### config.mk
export PLATFORM = sky130hd
export DESIGN_NAME = baud_gen_frac
export DESIGN_NICKNAME = d
export VERILOG_FILES = /design/src/rtl/uart_pkg.sv /design/src/rtl/frac_div.sv /design/src/rtl/baud_gen_frac.sv
export SDC_FILE = /design/constraint.sdc
export NUM_CORES = 1
export LEC_CHECK = 0
export ABC_AREA = 1
export CAP_MARGIN = 20
export CORE_UTILIZATION = 40
export DETAILED_ROUTE_END_ITERATION = 7
export PLACE_DENSITY = 0.64
export RECOVER_POWER = 25
export SETUP_SLACK_MARGIN = 0.05
export SKIP_CTS_REPAIR_TIMING = 1
export SLEW_MARGIN = 25
export SYNTH_ARGS = -nofsm -noshare
export SYNTH_HDL_FRONTEND = slang
export SYNTH_SLANG_ARGS = --single-unit
### constraint.sdc
create_clock -name sys_clk -period 5.55 [get_ports sys_clk]
set_input_delay 1.11 -clock sys_clk [delete_from_list [all_inputs] [get_ports sys_clk]]
set_output_delay 1.11 -clock sys_clk [all_outputs]
set_load 0.005 [all_outputs]
### src/rtl/uart_pkg.sv
// ---------------------------------------------------------------------------
// uart_pkg
//   Constants and helpers shared by the UART family (baud_gen_frac, uart_tx,
//   uart_rx), so every block starts from the same baud configuration.
//
//   Contents
//     UART_DEF_DIV_INT    : integer divisor loaded at reset
//     UART_DEF_DIV_FRAC   : fractional divisor loaded at reset (2^-FRAC_W units)
//     UART_DEF_OVERSAMPLE : oversample ticks per baud period
//     UART_MIN_DIV        : smallest integer divisor the divider will run at
//     uart_oversample_ok  : legality test for an OVERSAMPLE value (even, >= 2)
// ---------------------------------------------------------------------------
package uart_pkg;

    localparam int UART_DEF_DIV_INT    = 27;
    localparam int UART_DEF_DIV_FRAC   = 32;
    localparam int UART_DEF_OVERSAMPLE = 16;

    // A divisor of 1 would need tick_os on back-to-back cycles, so the divider
    // never runs faster than one tick every two cycles.
    localparam int UART_MIN_DIV        = 2;

    // baud_clk is built from two equal halves of the oversample count, which
    // only works for an even count of at least two.
    function automatic bit uart_oversample_ok(input int os);
        return (os >= 2) && ((os % 2) == 0);
    endfunction

endpackage

### src/rtl/frac_div.sv
// ---------------------------------------------------------------------------
// frac_div
//   Fractional-N cycle divider. A down-counter measures each oversample
//   period; at every reload a FRAC_W-bit phase accumulator adds the
//   fractional divisor, and its carry stretches the following period by one
//   cycle. Over 2^FRAC_W periods the average period is load_div + frac/2^FRAC_W.
//
//   Ports
//     sys_clk   : in  1       rising-edge clock
//     rst       : in  1       synchronous active-high reset
//     en        : in  1       run enable; low holds the divider idle
//     load_div  : in  DIV_W   integer divisor to reload with (already >= 2)
//     load_frac : in  FRAC_W  fractional divisor added at each reload
//     tick_next : out 1       combinational: this cycle is a reload, the
//                             registered tick_os rises on the coming edge
//     tick_os   : out 1       registered one-cycle oversample pulse
// ---------------------------------------------------------------------------
module frac_div #(
    parameter int               DIV_W   = 16,
    parameter int               FRAC_W  = 8,
    parameter logic [DIV_W-1:0] RST_CNT = DIV_W'(1)
) (
    input  logic              sys_clk,
    input  logic              rst,
    input  logic              en,
    input  logic [DIV_W-1:0]  load_div,
    input  logic [FRAC_W-1:0] load_frac,
    output logic              tick_next,
    output logic              tick_os
);

    logic [DIV_W-1:0]  cnt_q, cnt_d;
    logic [FRAC_W-1:0] acc_q, acc_d;
    logic              tick_os_q, tick_os_d;
    logic [FRAC_W:0]   acc_sum;

    // Counter value 0 marks the last cycle of the current period.
    assign tick_next = en && (cnt_q == '0);

    // Extra top bit holds the carry out of the phase accumulator.
    assign acc_sum = {1'b0, acc_q} + {1'b0, load_frac};

    always_comb begin
        // NOTE: every _d signal gets its hold value first, so no branch can
        // leave one unassigned and infer a latch.
        cnt_d     = cnt_q;
        acc_d     = acc_q;
        tick_os_d = 1'b0;

        if (!en) begin
            // Idle: preload a full unstretched period so the first tick after
            // enable lands exactly load_div cycles later.
            cnt_d = load_div - 1'b1;
            acc_d = '0;
        end else if (tick_next) begin
            tick_os_d = 1'b1;
            acc_d     = acc_sum[FRAC_W-1:0];
            // Loading load_div instead of load_div-1 adds the carry cycle.
            cnt_d     = acc_sum[FRAC_W] ? load_div : load_div - 1'b1;
        end else begin
            cnt_d = cnt_q - 1'b1;
        end
    end

    always_ff @(posedge sys_clk) begin
        // NOTE: non-blocking assignments on every flop, so all registers
        // update together from values sampled before the edge.
        if (rst) begin
            cnt_q     <= RST_CNT;
            acc_q     <= '0;
            tick_os_q <= 1'b0;
        end else begin
            cnt_q     <= cnt_d;
            acc_q     <= acc_d;
            tick_os_q <= tick_os_d;
        end
    end

    assign tick_os = tick_os_q;

endmodule

### src/rtl/baud_gen_frac.sv
// ---------------------------------------------------------------------------
// baud_gen_frac
//   Fractional baud-rate generator. frac_div produces the oversample tick;
//   this level owns the shadow/active divisor configuration, the oversample
//   counter, tick_baud and the 50% duty baud_clk.
//
//   Configuration written while running goes to a shadow copy and becomes
//   active at the next reload, so a period is never cut or stretched
//   mid-flight. While idle the divider reloads every cycle, so writes (and
//   any shadow still waiting) take effect at once.
//
//   Ports
//     sys_clk     : in  1       rising-edge clock
//     rst         : in  1       synchronous active-high reset, highest priority
//     en          : in  1       run enable; low = idle, all outputs 0
//     cfg_load    : in  1       one-cycle strobe capturing div_int/div_frac
//     div_int     : in  DIV_W   integer cycles per oversample tick (<2 runs as 2)
//     div_frac    : in  FRAC_W  fractional cycles, units of 2^-FRAC_W
//     tick_os     : out 1       registered one-cycle oversample pulse
//     tick_baud   : out 1       registered pulse on every OVERSAMPLE-th tick_os
//     baud_clk    : out 1       registered 50% duty clock at the baud rate
//     cfg_pending : out 1       shadow configuration waiting for a reload
// ---------------------------------------------------------------------------
module baud_gen_frac
    import uart_pkg::*;
#(
    parameter int DIV_W        = 16,
    parameter int FRAC_W       = 8,
    parameter int OVERSAMPLE   = UART_DEF_OVERSAMPLE,
    parameter int DEF_DIV_INT  = UART_DEF_DIV_INT,
    parameter int DEF_DIV_FRAC = UART_DEF_DIV_FRAC
) (
    input  logic              sys_clk,
    input  logic              rst,
    input  logic              en,
    input  logic              cfg_load,
    input  logic [DIV_W-1:0]  div_int,
    input  logic [FRAC_W-1:0] div_frac,
    output logic              tick_os,
    output logic              tick_baud,
    output logic              baud_clk,
    output logic              cfg_pending
);

    localparam int OS_W = (OVERSAMPLE > 2) ? $clog2(OVERSAMPLE) : 1;

    localparam logic [OS_W-1:0]   OS_LAST      = OS_W'(OVERSAMPLE - 1);
    localparam logic [OS_W-1:0]   OS_HALF      = OS_W'(OVERSAMPLE / 2 - 1);
    localparam logic [DIV_W-1:0]  MIN_DIV      = DIV_W'(UART_MIN_DIV);
    localparam logic [DIV_W-1:0]  RST_DIV_INT  = DIV_W'(DEF_DIV_INT);
    localparam logic [FRAC_W-1:0] RST_DIV_FRAC = FRAC_W'(DEF_DIV_FRAC);
    localparam logic [DIV_W-1:0]  RST_DIV_EFF  =
        (RST_DIV_INT < MIN_DIV) ? MIN_DIV : RST_DIV_INT;

    if (!uart_oversample_ok(OVERSAMPLE)) begin : g_bad_oversample
        $error("baud_gen_frac: OVERSAMPLE must be even and >= 2");
    end

    // -----------------------------------------------------------------------
    // Configuration and baud state
    // -----------------------------------------------------------------------
    logic [DIV_W-1:0]  act_int_q,  act_int_d;
    logic [FRAC_W-1:0] act_frac_q, act_frac_d;
    logic [DIV_W-1:0]  shd_int_q,  shd_int_d;
    logic [FRAC_W-1:0] shd_frac_q, shd_frac_d;
    logic              cfg_pending_q, cfg_pending_d;
    logic [OS_W-1:0]   os_cnt_q, os_cnt_d;
    logic              tick_baud_q, tick_baud_d;
    logic              baud_clk_q, baud_clk_d;

    logic [DIV_W-1:0]  sel_int;
    logic [FRAC_W-1:0] sel_frac;
    logic [DIV_W-1:0]  load_div;
    logic              tick_next;

    // Configuration that the next reload will use: a strobe in the reload
    // cycle itself wins, then a waiting shadow, then the running values.
    always_comb begin
        sel_int  = act_int_q;
        sel_frac = act_frac_q;
        if (cfg_load) begin
            sel_int  = div_int;
            sel_frac = div_frac;
        end else if (cfg_pending_q) begin
            sel_int  = shd_int_q;
            sel_frac = shd_frac_q;
        end
        load_div = (sel_int < MIN_DIV) ? MIN_DIV : sel_int;
    end

    // -----------------------------------------------------------------------
    // Oversample tick generation
    // -----------------------------------------------------------------------
    frac_div #(
        .DIV_W   (DIV_W),
        .FRAC_W  (FRAC_W),
        .RST_CNT (RST_DIV_EFF - 1'b1)
    ) u_frac_div (
        .sys_clk   (sys_clk),
        .rst       (rst),
        .en        (en),
        .load_div  (load_div),
        .load_frac (sel_frac),
        .tick_next (tick_next),
        .tick_os   (tick_os)
    );

    // -----------------------------------------------------------------------
    // Next-state logic
    // -----------------------------------------------------------------------
    always_comb begin
        act_int_d     = act_int_q;
        act_frac_d    = act_frac_q;
        shd_int_d     = shd_int_q;
        shd_frac_d    = shd_frac_q;
        cfg_pending_d = cfg_pending_q;
        os_cnt_d      = os_cnt_q;
        tick_baud_d   = 1'b0;
        baud_clk_d    = baud_clk_q;

        if (cfg_load) begin
            shd_int_d  = div_int;
            shd_frac_d = div_frac;
        end

        if (!en) begin
            // The idle divider reloads every cycle, so configuration is
            // committed straight away and nothing is left pending.
            act_int_d     = sel_int;
            act_frac_d    = sel_frac;
            cfg_pending_d = 1'b0;
            os_cnt_d      = '0;
            baud_clk_d    = 1'b0;
        end else if (tick_next) begin
            act_int_d     = sel_int;
            act_frac_d    = sel_frac;
            cfg_pending_d = 1'b0;
            // Counter, tick_baud and baud_clk all move on the same edge that
            // raises tick_os, keeping the outputs aligned.
            os_cnt_d      = (os_cnt_q == OS_LAST) ? '0 : os_cnt_q + 1'b1;
            tick_baud_d   = (os_cnt_q == OS_LAST);
            if ((os_cnt_q == OS_HALF) || (os_cnt_q == OS_LAST)) begin
                baud_clk_d = ~baud_clk_q;
            end
        end else if (cfg_load) begin
            cfg_pending_d = 1'b1;
        end
    end

    always_ff @(posedge sys_clk) begin
        if (rst) begin
            act_int_q     <= RST_DIV_INT;
            act_frac_q    <= RST_DIV_FRAC;
            shd_int_q     <= RST_DIV_INT;
            shd_frac_q    <= RST_DIV_FRAC;
            cfg_pending_q <= 1'b0;
            os_cnt_q      <= '0;
            tick_baud_q   <= 1'b0;
            baud_clk_q    <= 1'b0;
        end else begin
            act_int_q     <= act_int_d;
            act_frac_q    <= act_frac_d;
            shd_int_q     <= shd_int_d;
            shd_frac_q    <= shd_frac_d;
            cfg_pending_q <= cfg_pending_d;
            os_cnt_q      <= os_cnt_d;
            tick_baud_q   <= tick_baud_d;
            baud_clk_q    <= baud_clk_d;
        end
    end

    assign tick_baud   = tick_baud_q;
    assign baud_clk    = baud_clk_q;
    assign cfg_pending = cfg_pending_q;

endmodule

==> flow_summary.ini <==
[yosys]
synth_area_leaders = dfxtp_1, nand2_1, a21oi_1, o21ai_0, nor2_1
ys_seq_elements = 80
synth_top_area_share_pct = 35.7
yosysUniqueCellTypes = 43
yosys.area.top_type = dfxtp_1
syn_area_sq_um = 4490
syn_avg_cell_area_sq_um = 6.87
synth_edf_count = 0
async_reset_ff_share_pct = 0
ys.flop_type = dfxtp_1
ys_seq_area_share_pct = 35.7
yosys_warnings = 0
syn_inst = 653
syn-num-nets = 693

[pwr]
power_density_nw_per_um2 = 267
power.total_w = 0.00135
ir_drop_uv = 199
power.leakage_nw = 2.24

[final_layout]
multi_input_area_sq_um = 2520
area_delta_synth_final_pct = 12.9
n_fill_cell = 1095
mostFrequentLayoutCell = nand2_1
n_antenna_cell = 0
final-seq-area_sq_um = 1600
final_cell_mix = nand2_1, dfxtp_1, a21oi_1
final_util_pct = 46.5
final_nets = 709
final_cell_count_no_fill = 814
drive_above_1_share_pct = 7.86

[route]
drtIter0Drc = 202
wl_met1_um = 5280
drc = 0
wl_per_cell_um = 14.6
wl_met3_um = 515
via_per_inst = 5.27
dr.pass1.iters = 5
wl_met2_um = 5810
dr.max_layer_used = met4
ant_nets = 0
wl_um = 11900
dr_total_vias = 4291

[sta]
setup_ws_ns = 1.06
rsz0062_at_grt = false
hold_viol = 0
fmax_mhz = 223
drv_slew = 0
finalCritPeriodShare_pct = 80.9
skew_ns = 0.0121
min_period_ns = 4.49
setup_viol = 0
setup_tns_ns = 0
maxSlewHeadroom_pct = 34.3
tightestPinTransition_ns = 0.979

[job]
cap_violations = 0

[floorplan]
core_sq_um = 10900
rows = 38
die_area_sq_um = 11600
die_h_um = 108
ioPinCount = 32
die_w_um = 108
start_util_pct = 41.2

[clock_tree]
clk_pin_slew_ns = 0.09
clockBufferDepth = 2
cts_root_buffer = clkbuf_8
htree_levels = 3
clk-insertion-delay-late_ns = 0.37
cts_made_buffers = 9
clock-sinks = 80
cts_tree = yes

[setup_path]
startpoint_type = primary input
rrSetupSlack_ns = 2.22
critical_path.max_fanout = 27
critPathCaptureType = flip-flop
reg2reg_depth = 13
r2r-end = u_frac_div.cnt_q[10]$_SDFF_PP0_
arrival_ns = 4.74
critPathKind = primary input to flip-flop
required_ns = 5.80
reg2reg_from = cfg_pending$_SDFFE_PP0P_

[worst_hold_path]
min_path_type = flip-flop to flip-flop
min_delay_path_depth = 2
hp-start = shd_frac_q[4]$_SDFFE_PP0P_
min_to = shd_frac_q[4]$_SDFFE_PP0P_

[grt]
grt_usage_pct = 22.6
grt_pass1_vias = 4249
grt_pass1_wl_um = 20300
grt_overflow = 0
grt_max_degree = 45
antenna_found_initial = 0

[place]
dp.cells = 798
place_congestion = 0.886
dp_slack_ns = 0.843
hpwl_um = 8340
io_buffers = 31

[outcome]
status = finished, final reports clean
-- cell families (layout without fill, tap and decap cells) --
family          count (synthesis)  count (layout)  share of synthesized area, %
compound gates                164             164                          19.9
xor+xnor                       24              24                          4.68
fa+ha+maj                      12              12                          3.51
buf+inv                        84             105                          8.09
flops                          80              80                          35.7
simple gates                  289             289                          28.1
-- synthesized netlist by cell type (all sizes together) (2+ instances only) --
master and number:
a31oi 12, clkbuf 11, a21oi 68, ha 11
o22ai 3, nor3 5, inv 52, or2 2
nand2 189, dfxtp 80, o21ai 66, a211oi 6
xor2 14, buf 20, nand3 22, o211ai 4
nand4 5, xnor2 10, nor2 63
-- layout make-up --
cell class                      instances  share of cell area (%)
Tap cell                              140                    3.46
Sequential cell                        80                    31.6
Clock buffer                           10                    2.72
Clock inverter                          6                    1.80
Multi-Input combinational cell        489                    49.8
Inverter                               53                    3.93
Timing Repair Buffer                   36                    6.72
-- critical path: stages --
cell and delay [ns]:
dlygate4sd3_1 0.55, inv_1 0.60, nand2_1 0.15, o21ai_0 0.11, o21ai_0 0.12, nand2_1 0.10
ha_1 0.16, inv_1 0.05, fa_1 0.40, o21ai_1 0.31, nand4_1 0.12, and2_1 0.26
clkinv_1 0.20, nand2_2 0.12, inv_1 0.14, nand2_1 0.06, o2111ai_1 0.10, nand2_1 0.07
-- report_power, final --
part           switching [W]  leakage (nW)  internal (W)
registers          0.0000207         0.659      0.000607
clock network       0.000227         0.117      0.000268
logic               0.000146          1.47     0.0000830
-- per-layer routing --
layer,vias to the layer above,GRT usage (%)
li1,2185,-
met1,1980,26.6
met2,102,39.6
met3,24,4.66
met4,0,10.1
met5,-,0
-- sequential cells by signal (all words and copies together), names as in the netlist --
register / count
os_cnt_q: 4
baud_clk: 1
u_frac_div.cnt_q: 16
cfg_pending: 1
shd_int_q: 16
u_frac_div.acc_q: 8
tick_baud: 1
shd_frac_q: 8
u_frac_div.tick_os: 1
act_frac_q: 8
act_int_q: 16
-- through the flow --
stage	hold WS (ns)	instance area, sq um
2_1_floorplan	0.424	4490
3_3_place_gp	0.440	4850
3_5_place_dp	0.448	4850
4_1_cts	0.464	5070
5_1_grt	0.488	5070
6_report	0.461	5070
-- worst max-delay path by stage --
stage	start	end	cells past startpoint
floorplan	cfg_load	u_frac_div.cnt_q[3]$_SDFF_PP1_	21
global placement	cfg_load	u_frac_div.cnt_q[3]$_SDFF_PP1_	18
detailed placement	cfg_load	u_frac_div.cnt_q[3]$_SDFF_PP1_	18
CTS	cfg_load	u_frac_div.cnt_q[3]$_SDFF_PP1_	18
global route	cfg_load	u_frac_div.cnt_q[3]$_SDFF_PP1_	18
finish	cfg_load	u_frac_div.cnt_q[3]$_SDFF_PP1_	18
(Power assumes the default switching activity.)
